[config.mk]
export PLATFORM = sky130hd
export DESIGN_NAME = qam16_demap_flat
export DESIGN_NICKNAME = d
export VERILOG_FILES = /design/src/rtl/qam16_pkg.sv /design/src/rtl/qam16_demap_if.sv /design/src/rtl/qam16_slicer.sv /design/src/rtl/qam16_demap.sv /design/src/flat_wrapper.sv
export SDC_FILE = /design/constraint.sdc
export NUM_CORES = 1
export LEC_CHECK = 0
export CAP_MARGIN = 20
export CORE_MARGIN = 3
export CORE_UTILIZATION = 30
export DETAILED_ROUTE_END_ITERATION = 8
export PLACE_DENSITY_LB_ADDON = 0.12
export SYNTH_ARGS = -nofsm -noshare
export SYNTH_HDL_FRONTEND = slang
export SYNTH_SLANG_ARGS = --single-unit
[constraint.sdc]
create_clock -name clk -period 1.15 [get_ports clk]
set_input_delay 0.115 -clock clk [delete_from_list [all_inputs] [get_ports clk]]
set_output_delay 0.115 -clock clk [all_outputs]
set_load 0.1 [all_outputs]
[src/rtl/qam16_pkg.sv]
// rtl/qam16_pkg.sv - shared QAM16 level encodings and Gray code helpers
package qam16_pkg;

  localparam int CODE_W = 4;

  typedef enum logic [1:0] {
    L_M3 = 2'd0,
    L_M1 = 2'd1,
    L_P1 = 2'd2,
    L_P3 = 2'd3
  } level_t;

  // Level -> 2-bit Gray code; adjacent levels differ in one bit
  function automatic logic [1:0] gray2code(level_t lvl);
    logic [1:0] code;
    code = 2'b10;
    case (lvl)
      L_M3:    code = 2'b00;
      L_M1:    code = 2'b01;
      L_P1:    code = 2'b11;
      default: code = 2'b10;
    endcase
    return code;
  endfunction

  function automatic level_t code2gray(logic [1:0] code);
    level_t lvl;
    lvl = L_P3;
    case (code)
      2'b00:   lvl = L_M3;
      2'b01:   lvl = L_M1;
      2'b11:   lvl = L_P1;
      default: lvl = L_P3;
    endcase
    return lvl;
  endfunction

endpackage

[src/rtl/qam16_demap_if.sv]
// rtl/qam16_demap_if.sv - filtered I/Q sample input and recovered symbol/bit outputs
interface qam16_demap_if
  import qam16_pkg::*;
#(
  parameter int DW = 19
) ();

  logic signed [DW-1:0] din_i;
  logic signed [DW-1:0] din_q;
  logic                 din_valid;
  logic [1:0]           din_error;
  logic                 align;
  logic [CODE_W-1:0]    sym_code;
  logic                 sym_valid;
  logic                 dout;
  logic                 dout_valid;
  logic                 err_flag;

  modport master (
    output din_i, din_q, din_valid, din_error, align,
    input  sym_code, sym_valid, dout, dout_valid, err_flag
  );

  modport slave (
    input  din_i, din_q, din_valid, din_error, align,
    output sym_code, sym_valid, dout, dout_valid, err_flag
  );

endinterface

[src/rtl/qam16_slicer.sv]
// rtl/qam16_slicer.sv - one-axis level decision and Gray demap
module qam16_slicer
  import qam16_pkg::*;
#(
  parameter int                   DW     = 19,
  parameter logic signed [DW-1:0] THRESH = 19'sd2048
) (
  input  logic signed [DW-1:0] x,
  output logic [1:0]           bits
);

  localparam logic signed [DW-1:0] NEG_THRESH = -THRESH;

  level_t lvl;

  // Zero belongs to +1, +THRESH to +3, -THRESH to -1
  always_comb begin
    lvl = L_P1;
    if (!x[DW-1]) begin
      lvl = (x >= THRESH) ? L_P3 : L_P1;
    end else begin
      lvl = (x >= NEG_THRESH) ? L_M1 : L_M3;
    end
  end

  assign bits = gray2code(lvl);

endmodule

[src/rtl/qam16_demap.sv]
// rtl/qam16_demap.sv - QAM16 symbol decimator, slicer/demapper and bit serializer
module qam16_demap
  import qam16_pkg::*;
#(
  parameter int                   DW     = 19,
  parameter int                   SPS    = 4,
  parameter int                   PHASE  = 0,
  parameter logic signed [DW-1:0] THRESH = 19'sd2048
) (
  input  logic           clk,
  input  logic           reset_n,
  qam16_demap_if.slave   bus
);

  localparam int CNT_W = $clog2(SPS);

  logic [CNT_W-1:0]  cnt;
  logic [1:0]        i_bits;
  logic [1:0]        q_bits;
  logic              strobe;
  logic [CODE_W-1:0] shreg;
  logic [1:0]        rem;

  qam16_slicer #(.DW(DW), .THRESH(THRESH)) u_slice_i (.x(bus.din_i), .bits(i_bits));
  qam16_slicer #(.DW(DW), .THRESH(THRESH)) u_slice_q (.x(bus.din_q), .bits(q_bits));

  // Decisions follow the valid-sample count, so input gaps stretch the symbol
  assign strobe = bus.din_valid && (cnt == CNT_W'(PHASE));

  always_ff @(posedge clk) begin
    if (!reset_n) begin
      cnt            <= '0;
      bus.sym_code   <= '0;
      bus.sym_valid  <= 1'b0;
      bus.err_flag   <= 1'b0;
      bus.dout       <= 1'b0;
      bus.dout_valid <= 1'b0;
      shreg          <= '0;
      rem            <= '0;
    end else begin
      if (bus.align) begin
        cnt <= '0;
      end else if (bus.din_valid) begin
        cnt <= (cnt == CNT_W'(SPS - 1)) ? '0 : cnt + 1'b1;
      end

      bus.sym_valid <= strobe;
      if (strobe) begin
        bus.sym_code <= {i_bits, q_bits};
      end
      if (strobe && (bus.din_error != 2'b00)) begin
        bus.err_flag <= 1'b1;
      end

      // A fresh load takes priority over the final shift, keeping SPS=4 gap-free
      if (bus.sym_valid) begin
        bus.dout       <= bus.sym_code[CODE_W-1];
        shreg          <= {bus.sym_code[CODE_W-2:0], 1'b0};
        rem            <= 2'd3;
        bus.dout_valid <= 1'b1;
      end else if (rem != 2'd0) begin
        bus.dout       <= shreg[CODE_W-1];
        shreg          <= {shreg[CODE_W-2:0], 1'b0};
        rem            <= rem - 2'd1;
        bus.dout_valid <= 1'b1;
      end else begin
        bus.dout_valid <= 1'b0;
      end
    end
  end

endmodule

[src/flat_wrapper.sv]
// flat-port wrapper written by rule: the top's interface ports become plain ports
module qam16_demap_flat import qam16_pkg::*;
#(
  parameter int                   DW     = 19,
  parameter int                   SPS    = 4,
  parameter int                   PHASE  = 0,
  parameter logic signed [DW-1:0] THRESH = 19'sd2048
)
  (clk, reset_n, bus_din_i, bus_din_q, bus_din_valid, bus_din_error, bus_align, bus_sym_code, bus_sym_valid, bus_dout, bus_dout_valid, bus_err_flag);
  qam16_demap_if #(.DW(DW)) bus_i ();
  input  logic clk;
  input  logic reset_n;
  input wire logic [$bits(bus_i.din_i)-1:0] bus_din_i;
  input wire logic [$bits(bus_i.din_q)-1:0] bus_din_q;
  input wire logic [$bits(bus_i.din_valid)-1:0] bus_din_valid;
  input wire logic [$bits(bus_i.din_error)-1:0] bus_din_error;
  input wire logic [$bits(bus_i.align)-1:0] bus_align;
  output wire logic [$bits(bus_i.sym_code)-1:0] bus_sym_code;
  output wire logic [$bits(bus_i.sym_valid)-1:0] bus_sym_valid;
  output wire logic [$bits(bus_i.dout)-1:0] bus_dout;
  output wire logic [$bits(bus_i.dout_valid)-1:0] bus_dout_valid;
  output wire logic [$bits(bus_i.err_flag)-1:0] bus_err_flag;
  assign bus_i.din_i = bus_din_i;
  assign bus_i.din_q = bus_din_q;
  assign bus_i.din_valid = bus_din_valid;
  assign bus_i.din_error = bus_din_error;
  assign bus_i.align = bus_align;
  assign bus_sym_code = bus_i.sym_code;
  assign bus_sym_valid = bus_i.sym_valid;
  assign bus_dout = bus_i.dout;
  assign bus_dout_valid = bus_i.dout_valid;
  assign bus_err_flag = bus_i.err_flag;
  qam16_demap #(.DW(DW), .SPS(SPS), .PHASE(PHASE), .THRESH(THRESH)) u_core (.clk(clk), .reset_n(reset_n), .bus(bus_i));
endmodule
==> results of run 1 <==
## metal layers
| metal | track usage | vias up | wire length (um) |
|---|---|---|---|
| met2 | 0.199 | 11 | 774 |
| li1 | - | 338 | - |
| met1 | 0.133 | 286 | 656 |
| met5 | 0 | - | 0 |
| met4 | 0.0373 | 0 | 7 |
| met3 | 0.0582 | 2 | 82 |
## registers in the layout, indices dropped and copies added, names as in the netlist
register               count
u_core.bus.sym_code        4
u_core.shreg               3
u_core.cnt                 2
u_core.rem                 2
u_core.bus.dout            1
u_core.bus.dout_valid      1
u_core.bus.err_flag        1
u_core.bus.sym_valid       1
## stage by stage
stage               cell area, um2  setup WS, ps
CTS                           1170          7.87
global route                  1190          9.31
detailed placement            1140          -140
global placement              1140          -144
floorplan                      711          11.0
finish                        1190          86.5
## repair_timing
action                                  4_1_cts  5_1_grt
gates resized for setup                       3        4
pin swaps                                     0        1
hold buffers                                  0        0
endpoints found under the setup margin        9        4
## power by group
part           total (uW)  internal [uW]  switching (uW)
combinational         857            411             446
sequential            658            601            57.0
clock                 282            134             147
total                1800           1150             650
## area by class of cell
type	count	area, um2	share of cell area
Timing Repair Buffer	34	420	0.354
Inverter	5	18.8	0.0158
Tap cell	27	33.8	0.0285
Clock buffer	4	26.3	0.0222
Sequential cell	15	314	0.265
Multi-Input combinational cell	51	373	0.314
## cell usage after synthesis
| master | number | area share |
|---|---|---|
| sky130_fd_sc_hd__a21oi_1 | 2 | 0.014 |
| sky130_fd_sc_hd__o21ai_0 | 3 | 0.022 |
| sky130_fd_sc_hd__xor2_1 | 1 | 0.013 |
| sky130_fd_sc_hd__and3_2 | 1 | 0.011 |
| sky130_fd_sc_hd__nand2b_1 | 1 | 0.0090 |
| sky130_fd_sc_hd__and2_1 | 2 | 0.018 |
| sky130_fd_sc_hd__buf_6 | 1 | 0.016 |
| sky130_fd_sc_hd__ha_1 | 3 | 0.054 |
| sky130_fd_sc_hd__inv_1 | 5 | 0.027 |
| sky130_fd_sc_hd__nor2_1 | 3 | 0.016 |
| sky130_fd_sc_hd__nand4_1 | 4 | 0.036 |
| sky130_fd_sc_hd__a21boi_0 | 2 | 0.022 |
| sky130_fd_sc_hd__o211a_1 | 5 | 0.072 |
| sky130_fd_sc_hd__buf_2 | 2 | 0.014 |
| sky130_fd_sc_hd__o21a_1 | 5 | 0.054 |
| sky130_fd_sc_hd__mux2i_1 | 6 | 0.086 |
| sky130_fd_sc_hd__dfxtp_1 | 15 | 0.43 |
| sky130_fd_sc_hd__nor4_1 | 4 | 0.036 |
| sky130_fd_sc_hd__nand2_1 | 9 | 0.049 |
## cells in the final DEF, fill, tap and decap left out, types with 2 or more instances in the layout
master / instances
sky130_fd_sc_hd__o21ai_0: 3
sky130_fd_sc_hd__nor2_1: 3
sky130_fd_sc_hd__a21oi_1: 2
sky130_fd_sc_hd__nand4_1: 4
sky130_fd_sc_hd__inv_2: 2
sky130_fd_sc_hd__a21boi_0: 2
sky130_fd_sc_hd__inv_1: 3
sky130_fd_sc_hd__dfxtp_1: 6
sky130_fd_sc_hd__dfxtp_2: 8
sky130_fd_sc_hd__buf_4: 4
sky130_fd_sc_hd__o21a_1: 5
sky130_fd_sc_hd__clkdlybuf4s50_1: 21
sky130_fd_sc_hd__nand2_1: 9
sky130_fd_sc_hd__buf_12: 9
sky130_fd_sc_hd__clkbuf_4: 3
sky130_fd_sc_hd__nor4_1: 4
sky130_fd_sc_hd__o211a_1: 5
sky130_fd_sc_hd__mux2i_1: 6
## worst max-delay path by stage
stage             startpoint                endpoint  slack, ps
2_1_floorplan  u_core.cnt[0]     u_core.bus.err_flag         10
3_3_place_gp   bus_din_valid  u_core.bus.sym_code[0]       -140
3_5_place_dp   bus_din_valid  u_core.bus.sym_code[0]       -140
4_1_cts        u_core.rem[1]         u_core.bus.dout          8
5_1_grt        u_core.rem[1]         u_core.bus.dout          9
6_report       u_core.cnt[0]     u_core.bus.err_flag         90
## cells by family after synthesis
| group | after synthesis |
|---|---|
| AND/OR/NAND/NOR | 24 |
| AO/OA/AOI/OAI | 17 |
| adder cells (fa/ha/maj) | 3 |
| multiplexers | 6 |
| buffers and inverters | 8 |
| XOR/XNOR | 1 |
| flip-flops | 15 |
## worst reg2reg max path, stage by stage (launching register included)
cell and delay (ps):
sky130_fd_sc_hd__dfxtp_2 330, sky130_fd_sc_hd__inv_1 40, sky130_fd_sc_hd__ha_2 170, sky130_fd_sc_hd__and2_4 170, sky130_fd_sc_hd__o21a_1 110, sky130_fd_sc_hd__o21a_1 160
==> impl_summary.txt, run 1 <==
----------------------------------------------------
[Clock network]
  Clock tree root buffer cell ... sky130_fd_sc_hd__clkbuf_4
  Number of buffers on the longest clock path ... 2
  Inserted Clock Buffers ... 3
  Clock Latency Late Sink ... roughly 270 ps
  Clock-pin transition on the worst setup and hold timing paths ... roughly 80 ps
  CTS tree ... built
  TritonCTS sink count ... 15
  Setup Buffers After CTS ... 0
  Depth of the CTS H-tree ... 1

[Worst hold path]
  Worst hold path startpoint ... bus_align
  Worst min-delay path class ... primary input to flop
  Terminating pin of the worst hold path ... u_core.cnt[0]
  Hold depth ... 3

[Floorplan]
  Area of the die ... between 2000 and 3000 um2
  Top-level I/O count ... 52
  Core footprint ... about 2100 um2
  Height of the die ... approximately 54 um
  Placement row count ... 16
  Width of the die ... ~54 um
  Initial core utilization ... 0.334

[STA]
  Setup total negative slack ... 0 ps
  Shortest clock period the worst path allows after layout ... about 1100 ps
  Setup violation total in the final timing report ... 0
  Final hold slack ... ~500 ps
  Final number of max-transition violations ... 0
  Number of endpoints with negative hold slack in the final report ... 0
  Share of the clock period used by the worst path ... 0.925
  Final clock skew ... 3.26 ps
  RSZ-0062 raised after global routing ... no
  Normalized max-slew margin ... 0.831
  Measured slew at the worst slew-check pin ... 252 ps
  Maximum frequency from static timing analysis ... around 0.94 GHz

[Synthesis]
  Fraction of the mapped netlist area in compound gates ... 0.183
  Gate count of the mapped netlist ... 74
  Post-synthesis cell area ... just under 700 um2
  Synthesized area per cell ... ~9.4 um2
  Count of state elements after synthesis ... 15
  Combinational family with the most area after synthesis ... compound AO/OA/AOI/OAI gates
  Simple-gate share of the synthesized area ... 0.174
  Number of distinct library cell variants in the gate-level netlist after synthesis ... 19
  Adder and majority gate portion of the synthesized area ... 0.0540
  Synthesized-area fraction occupied by xor and xnor cells ... 0.0126
  Synth Net Count ... approximately 120
  Multiplexer area fraction after synthesis ... 0.0863
  Total of warnings raised by yosys ... 0
  Register area share after synthesis ... 0.432

[Setup path]
  Cell class contributing the biggest share of worst-path delay ... flip-flops
  Beginning of the worst register-to-register path ... u_core.cnt[0]
  Data arrival time at the worst-slack endpoint ... approximately 1200 ps
  CP Class ... flop to flop
  Cell repeated most along the worst path ... sky130_fd_sc_hd__o21a_1
  Reg2Reg Depth ... 5
  Critical register-to-register path endpoint ... u_core.bus.err_flag
  Endpoint type of the worst setup path ... flop
  Ordered list of cells on the worst path ... inv_1 > ha_2 > and2_4 > o21a_1 > o21a_1
  Number of buffers and inverters on the critical path ... 1
  Data required time at the worst endpoint ... 1320 ps
  R2R setup slack ... 90 ps
  Highest cell delay on the worst timing path ... 330 ps
  Critical-path top delay cell ... sky130_fd_sc_hd__dfxtp_2
  Type of element launching the critical path ... flop
  Critical-path maximum fanout ... 9
  Cell depth of the worst setup path ... 5

[Drt]
  Via Count ... ~640
  Post-detailed-route count of antenna-violating nets ... 0
  Iteration-0 DRC Markers ... 6
  Detailed Route WL ... about 1.5 mm
  WL/cell ... around 11 um
  Via/cell ratio ... about 4.7
  # DRC ... 0
  Pre-antenna DRT Iters ... 4

[Global route]
  Overflow after GRT ... 0
  Vias in the first global route ... about 570
  First-pass GRT wire length ... 2.46 mm
  All-Layer GR Usage ... 0.120
  Maximum number of pins on one net before global-route repair ... 15
  Antenna violations before repair ... 0

[Placement]
  Number of port buffers ... 29
  Dpl hpwl ... ~1.2 mm
  Placed Cells ... 132
  Final weighted congestion of routability-driven global placement ... approximately 0.64

[Cells and area]
  Cell Count, Final, Fillers Out ... around 140
  Growth of design area from synthesis to finish ... 70.5%
  Filler cell count in the final layout ... 190
  Final design utilization ... 0.570
  Number of diodes added for antenna fixing ... 0
  Final net count ... about 160
  Ratio of cells with drive above 1 in the final layout ... 0.284

[Power and ir drop]
  IR Drop Worst-Case VDD ... slightly above 1000 uV
  Total power divided by cell area ... between 1500 and 2000 nW/um2
  Total power after layout ... 1800 uW
  Lkg Pwr ... a little over 0.0005 uW

[Outcome]
  Status ... finished clean

[Job]
  Max Cap Violations ... 0

----------------------------------------------------
(Power assumes the default switching activity.)
==> inputs of run 2 (changes only) <==
--- a/config.mk
+++ b/config.mk
@@ -9,6 +9,7 @@
 export CORE_MARGIN = 3
 export CORE_UTILIZATION = 30
 export DETAILED_ROUTE_END_ITERATION = 8
+export GPL_TIMING_DRIVEN = 0
 export PLACE_DENSITY_LB_ADDON = 0.12
 export SYNTH_ARGS = -nofsm -noshare
 export SYNTH_HDL_FRONTEND = slang
==> impl_summary.txt, run 2 (synthesized netlist as in run 1, its figures left out) <==
----------------------------------------------------
[Clock network]
  TritonCTS sink count ... 15 (unchanged)
  Clock tree root buffer cell ... sky130_fd_sc_hd__clkbuf_4 (unchanged)
  CTS tree ... built (unchanged)
  Clock Latency Late Sink ... 280 ps (was 270 ps)
  Number of buffers on the longest clock path ... 2 (unchanged)
  Depth of the CTS H-tree ... 1 (unchanged)
  Inserted Clock Buffers ... 3 (unchanged)
  Clock-pin transition on the worst setup and hold timing paths ... 90 ps (was 80 ps)

[STA]
  RSZ-0062 raised after global routing ... yes (was no)
  Final number of max-transition violations ... 0 (unchanged)
  Final critical-path setup slack ... 2.70 ps (was 86.5 ps)
  Measured slew at the worst slew-check pin ... 302 ps (was 252 ps)
  Final clock skew ... 7.36 ps (was 3.26 ps)
  Number of endpoints with negative hold slack in the final report ... 0 (unchanged)
  Shortest clock period the worst path allows after layout ... 1150 ps (was 1060 ps)
  Maximum frequency from static timing analysis ... 0.872 GHz (was 0.940 GHz)
  Share of the clock period used by the worst path ... 0.998 (was 0.925)
  Normalized max-slew margin ... 0.800 (was 0.831)
  Setup violation total in the final timing report ... 0 (unchanged)
  Final hold slack ... 468 ps (was 496 ps)
  Setup total negative slack ... 0 ps (unchanged)

[Placement]
  Number of port buffers ... 29 (unchanged)
  Final weighted congestion of routability-driven global placement ... 0.676 (was 0.642)
  Dpl hpwl ... 1.15 mm (was 1.24 mm)
  Dpl cell area ... 1030 um2 (was 1140 um2)
  Pre-CTS setup slack ... -433 ps (was -140 ps)

[Cells and area]
  Filler cell count in the final layout ... 218 (was 190)
  Final net count ... 161 (was 157)
  Multi-input gate area ... 383 um2 (was 373 um2)
  Number of diodes added for antenna fixing ... 0 (unchanged)
  Commonest cells after routing, fill and taps aside ... sky130_fd_sc_hd__clkdlybuf4s50_1 (21), sky130_fd_sc_hd__buf_4 (11), sky130_fd_sc_hd__nand2_1 (9), sky130_fd_sc_hd__dfxtp_2 (9), sky130_fd_sc_hd__mux2i_1 (6) (was sky130_fd_sc_hd__clkdlybuf4s50_1 (21), sky130_fd_sc_hd__nand2_1 (9), sky130_fd_sc_hd__buf_12 (9))
  Growth of design area from synthesis to finish ... 60.6% (was 70.5%)
  Biggest regs ... u_core.bus.sym_code (4), u_core.shreg (3) (unchanged)
  Most frequent standard cell in the layout excluding fill and tap cells ... sky130_fd_sc_hd__clkdlybuf4s50_1 (unchanged)
  Ratio of cells with drive above 1 in the final layout ... 0.336 (was 0.284)
  Register name with the most flops ... u_core.bus.sym_code (unchanged)
  Flip-flop count of the largest register, all copies and words added ... 4 (unchanged)
  Area of all placed cells without fillers ... 1120 um2 (was 1190 um2)
  Sequential cell area ... 315 um2 (was 314 um2)

[Global route]
  Antenna violations before repair ... 0 (unchanged)
  All-Layer GR Usage ... 0.119 (was 0.120)
  Overflow after GRT ... 0 (unchanged)
  First-pass GRT wire length ... 2.50 mm (was 2.46 mm)
  Vias in the first global route ... 596 (was 573)
  Maximum number of pins on one net before global-route repair ... 11 (was 15)

[Drt]
  WL/cell ... 11.0 um (was 11.2 um)
  # DRC ... 0 (unchanged)
  Iteration-0 DRC Markers ... 6 (unchanged)
  Post-detailed-route count of antenna-violating nets ... 0 (unchanged)
  Detailed Route WL ... 1.53 mm (was 1.52 mm)
  Via Count ... 666 (was 637)
  Via/cell ratio ... 4.76 (was 4.68)
  Pre-antenna DRT Iters ... 4 (unchanged)

[Job]
  Max Cap Violations ... 0 (unchanged)

[Power and ir drop]
  Internal power ... 1120 uW (was 1150 uW)
  Total power divided by cell area ... 1600 nW/um2 (was 1510 nW/um2)
  IR Drop Worst-Case VDD ... 1200 uV (was 1030 uV)
  Clk network pwr share ... 0.165 (was 0.157)
  Logic gate share of total power ... 0.474 (was 0.477)
  Lkg Pwr ... 0.000509 uW (was 0.000519 uW)
  Switching power ... 661 uW (was 650 uW)
  Proportion of total power due to net switching ... 0.370 (was 0.362)
  Part of the total power dissipated in sequential elements ... 0.362 (was 0.366)

[Floorplan]
  Width of the die ... 54.2 um (unchanged)
  Area of the die ... 2930 um2 (unchanged)
  Height of the die ... 54.2 um (unchanged)
  Top-level I/O count ... 52 (unchanged)
  Initial core utilization ... 0.334 (unchanged)
  Core footprint ... 2080 um2 (unchanged)
  Placement row count ... 16 (unchanged)

[Setup path]
  CP Class ... flop to flop (unchanged)
  Data required time at the worst endpoint ... 1340 ps (was 1320 ps)
  R2R setup slack ... 3 ps (was 90 ps)
  Endpoint type of the worst setup path ... flop (unchanged)
  Critical-path maximum fanout ... 7 (was 9)
  Type of element launching the critical path ... flop (unchanged)
  Data arrival time at the worst-slack endpoint ... 1330 ps (was 1230 ps)

[Worst hold path]
  Worst min-delay path class ... flop to flop (was primary input to flop)

[Outcome]
  Status ... finished clean (unchanged)

----------------------------------------------------
-- run 2: what timing repair did --
item / 4_1_cts / 5_1_grt
gates cloned: 1 / 0
gates resized for setup: 53 / 7
setup buffers: 2 / 3
pin swaps: 1 / 1
setup endpoints to repair: 15 / 6
hold buffers: 0 / 0
-- run 2: critical path, stage by stage (launching register included) --
cell and delay (ps):
sky130_fd_sc_hd__dfxtp_2 350, sky130_fd_sc_hd__inv_2 40, sky130_fd_sc_hd__ha_4 140, sky130_fd_sc_hd__buf_6 130
sky130_fd_sc_hd__buf_4 130, sky130_fd_sc_hd__mux2i_1 100, sky130_fd_sc_hd__o21a_1 160
-- run 2: stage by stage --
stage | utilization | instances | power [uW]
CTS | 0.517 | 137 | 1690
finish | 0.537 | 140 | 1780
detailed placement | 0.497 | 130 | 1360
global route | 0.537 | 140 | 1890
floorplan | - | 74 | 1160
global placement | 0.497 | 130 | 1340
-- run 2: power groups by stage --
| stage | clock network, uW | logic [uW] | registers [uW] |
|---|---|---|---|
| after floorplan | 0 | 285 | 872 |
| final | 294 | 844 | 645 |
| after detailed placement | 0 | 710 | 649 |
| after global routing | 331 | 907 | 655 |
| after CTS | 304 | 744 | 640 |
| after global placement | 0 | 693 | 649 |
-- run 2: worst paths after layout --
kind,start,end,depth (start not counted)
worst min register to register,u_core.bus.err_flag,u_core.bus.err_flag,1
worst max register to register,u_core.rem[0],u_core.rem[1],6
worst min-delay path,u_core.bus.err_flag,u_core.bus.err_flag,1
worst max-delay path,u_core.rem[0],u_core.rem[1],6
-- run 2: final cells by class --
type,instances,share of cell area
Inverter,5,0.0168
Tap cell,27,0.0302
Sequential cell,15,0.282
Clock buffer,4,0.0235
Timing Repair Buffer,35,0.280
Multi-Input combinational cell,51,0.343
Buffer,3,0.0246
-- run 2: layer usage --
| layer | global-route usage | up-vias | share of wire |
|---|---|---|---|
| li1 | - | 343 | - |
| met1 | 0.137 | 309 | 0.45 |
| met2 | 0.205 | 12 | 0.49 |
| met3 | 0.0499 | 2 | 0.050 |
| met4 | 0.0249 | 0 | 0.0046 |
| met5 | 0 | - | 0 |
==> inputs of run 3 (changes only) <==
--- a/config.mk
+++ b/config.mk
@@ -5,12 +5,13 @@
 export SDC_FILE = /design/constraint.sdc
 export NUM_CORES = 1
 export LEC_CHECK = 0
-export CAP_MARGIN = 20
+export CAP_MARGIN = 5
 export CORE_MARGIN = 3
 export CORE_UTILIZATION = 30
 export DETAILED_ROUTE_END_ITERATION = 8
 export GPL_TIMING_DRIVEN = 0
 export PLACE_DENSITY_LB_ADDON = 0.12
+export REMOVE_ABC_BUFFERS = 1
 export SYNTH_ARGS = -nofsm -noshare
 export SYNTH_HDL_FRONTEND = slang
 export SYNTH_SLANG_ARGS = --single-unit
==> impl_summary.txt, run 3 (synthesized netlist as in run 1, its figures left out) <==
----------------------------------------------------
[Power and ir drop]
  Lkg Pwr ... 0.000472 uW (was 0.000509 uW)
  IR Drop Worst-Case VDD ... 1010 uV (was 1200 uV)
  Total power divided by cell area ... 1620 nW/um2 (was 1600 nW/um2)

[STA]
  RSZ-0062 raised after global routing ... no (was yes)
  Setup violation total in the final timing report ... 0 (unchanged)
  Normalized max-slew margin ... 0.708 (was 0.800)
  Maximum frequency from static timing analysis ... 0.909 GHz (was 0.872 GHz)
  Shortest clock period the worst path allows after layout ... 1100 ps (was 1150 ps)
  Final number of max-transition violations ... 0 (unchanged)
  Number of endpoints with negative hold slack in the final report ... 0 (unchanged)
  Final clock skew ... 1.62 ps (was 7.36 ps)
  Measured slew at the worst slew-check pin ... 437 ps (was 302 ps)
  Share of the clock period used by the worst path ... 0.956 (was 0.998)

[Cells and area]
  Register name with the most flops ... u_core.bus.sym_code (unchanged)
  Final net count ... 155 (was 161)
  Most frequent standard cell in the layout excluding fill and tap cells ... sky130_fd_sc_hd__clkdlybuf4s50_1 (unchanged)
  Final design utilization ... 0.505 (was 0.537)
  Number of diodes added for antenna fixing ... 0 (unchanged)
  Growth of design area from synthesis to finish ... 51.3% (was 60.6%)
  Commonest cells after routing, fill and taps aside ... sky130_fd_sc_hd__clkdlybuf4s50_1 (21), sky130_fd_sc_hd__dfxtp_1 (12), sky130_fd_sc_hd__nand2_1 (9) (was sky130_fd_sc_hd__clkdlybuf4s50_1 (21), sky130_fd_sc_hd__buf_4 (11), sky130_fd_sc_hd__nand2_1 (9), sky130_fd_sc_hd__dfxtp_2 (9), sky130_fd_sc_hd__mux2i_1 (6))
  Ratio of cells with drive above 1 in the final layout ... 0.215 (was 0.336)
  Cell Count, Final, Fillers Out ... 134 (was 140)
  Biggest regs ... u_core.bus.sym_code (4), u_core.shreg (3) (unchanged)
  Flip-flop count of the largest register, all copies and words added ... 4 (unchanged)

[Placement]
  Final weighted congestion of routability-driven global placement ... 0.654 (was 0.676)
  Placed Cells ... 127 (was 130)
  Number of port buffers ... 29 (unchanged)
  Dpl hpwl ... 1.09 mm (was 1.15 mm)

[Global route]
  First-pass GRT wire length ... 2.10 mm (was 2.50 mm)
  Overflow after GRT ... 0 (unchanged)
  Vias in the first global route ... 563 (was 596)
  Antenna violations before repair ... 0 (unchanged)
  All-Layer GR Usage ... 0.102 (was 0.119)
  Maximum number of pins on one net before global-route repair ... 15 (was 11)

[Setup path]
  Ordered list of cells on the worst path ... inv_1 > ha_2 > and2_4 > o21a_1 > o21a_1 (was inv_2 > ha_4 > buf_6 > buf_4 > mux2i_1 > o21a_1)
  Critical-path maximum fanout ... 5 (was 7)
  Cell class contributing the biggest share of worst-path delay ... flip-flops (unchanged)
  Critical-path top delay cell ... sky130_fd_sc_hd__dfxtp_2 (unchanged)
  Highest cell delay on the worst timing path ... 340 ps (was 350 ps)
  Cell repeated most along the worst path ... sky130_fd_sc_hd__o21a_1
  Reg2Reg Depth ... 5 (was 6)
  CP Class ... flop to flop (unchanged)
  Number of buffers and inverters on the critical path ... 1 (was 3)
  Data arrival time at the worst-slack endpoint ... 1270 ps (was 1330 ps)
  Data required time at the worst endpoint ... 1320 ps (was 1340 ps)
  Cell depth of the worst setup path ... 5 (was 6)
  Endpoint type of the worst setup path ... flop (unchanged)
  Type of element launching the critical path ... flop (unchanged)

[Clock network]
  CTS tree ... built (unchanged)
  Depth of the CTS H-tree ... 1 (unchanged)
  Clock-pin transition on the worst setup and hold timing paths ... 80 ps (was 90 ps)
  Clock tree root buffer cell ... sky130_fd_sc_hd__clkbuf_4 (unchanged)
  Clock Latency Late Sink ... 270 ps (was 280 ps)
  Number of buffers on the longest clock path ... 2 (unchanged)
  Cts-stage hold buffer count ... 0 (unchanged)
  TritonCTS sink count ... 15 (unchanged)
  Inserted Clock Buffers ... 3 (unchanged)

[Drt]
  Via Count ... 647 (was 666)
  Detailed Route WL ... 1.44 mm (was 1.53 mm)
  Post-detailed-route count of antenna-violating nets ... 0 (unchanged)
  Iteration-0 DRC Markers ... 8 (was 6)
  # DRC ... 0 (unchanged)
  Pre-antenna DRT Iters ... 4 (unchanged)
  WL/cell ... 10.7 um (was 11.0 um)
  Via/cell ratio ... 4.83 (was 4.76)

[Floorplan]
  Width of the die ... 54.2 um (unchanged)
  Placement row count ... 16 (unchanged)
  Area of the die ... 2930 um2 (unchanged)
  Top-level I/O count ... 52 (unchanged)
  Core footprint ... 2080 um2 (unchanged)
  Initial core utilization ... 0.334 (unchanged)
  Height of the die ... 54.2 um (unchanged)

[Outcome]
  Status ... finished clean (unchanged)

[Worst hold path]
  Hold depth ... 1 (unchanged)
  Worst min-delay path class ... flop to flop (unchanged)

[Job]
  Max Cap Violations ... 0 (unchanged)

----------------------------------------------------
==> run 3: cell types whose count changed in the layout (fill, tap and decap cells not counted), moves of 2 or more <==
cell and change:
sky130_fd_sc_hd__dfxtp_2 -6, sky130_fd_sc_hd__inv_1 +2, sky130_fd_sc_hd__dfxtp_1 +7, sky130_fd_sc_hd__inv_2 -2, sky130_fd_sc_hd__buf_2 -2, sky130_fd_sc_hd__buf_4 -3
==> run 3: repair_timing <==
| item | in CTS | in global routing |
|---|---|---|
| setup buffers | 1 | 1 |
| cloned | 0 | 1 |
| setup endpoints to repair | 16 | 5 |
| gates resized for setup | 53 | 6 |
| pin swaps | 0 | 1 |
==> run 3: final timing paths <==
path	startpoint	endpoint	slack (ps)
worst max-delay path	u_core.cnt[1]	u_core.bus.err_flag	50
worst min-delay path	u_core.bus.err_flag	u_core.bus.err_flag	480
worst max register to register	u_core.cnt[1]	u_core.bus.err_flag	50
worst min register to register	u_core.bus.err_flag	u_core.bus.err_flag	480
==> run 3: worst reg2reg max path: cells and delay by family (launching register included) <==
family / cells / cell delay [ps]
buffers and inverters: 1 / 50
adder cells (fa/ha/maj): 1 / 170
flip-flops: 1 / 340
AND/OR/NAND/NOR: 1 / 180
AO/OA/AOI/OAI: 2 / 260
==> run 3: power by group <==
part	leakage (uW)	switching, uW	total [uW]	internal, uW
clock	0.0000150	155	289	134
sequential	0.000125	42.4	643	601
combinational	0.000332	436	770	333
total	0.000472	633	1700	1070
==> run 3: layout make-up <==
| class | instances | area (um2) |
|---|---|---|
| fillers | 218 | 1030 |
| multi-input cells | 52 | 380 |
| flip-flops and latches | 15 | 304 |
| repair buffers | 31 | 289 |
| well taps | 27 | 33.8 |
| clock buffers | 4 | 26.3 |
| inverters | 5 | 18.8 |
==> run 3: per-layer routing <==
metal / vias to the layer above / wire, um / track usage
met5: - / 0 / 0
li1: 330 / - / -
met3: 2 / 118 / 0.0526
met1: 295 / 576 / 0.0902
met2: 20 / 732 / 0.193
met4: 0 / 10 / 0.0373
==> run 3: through the flow <==
step	setup TNS (ps)	hold slack (ps)	setup slack (ps)	power [uW]	instance area, um2
3_3_place_gp	-4950	453	-495	1320	998
6_report	0	479	50.2	1700	1050
2_1_floorplan	-3170	232	-471	1140	674
5_1_grt	0	469	10.0	1810	1050
4_1_cts	0	467	8.25	1680	1030
3_5_place_dp	-5040	457	-488	1340	998
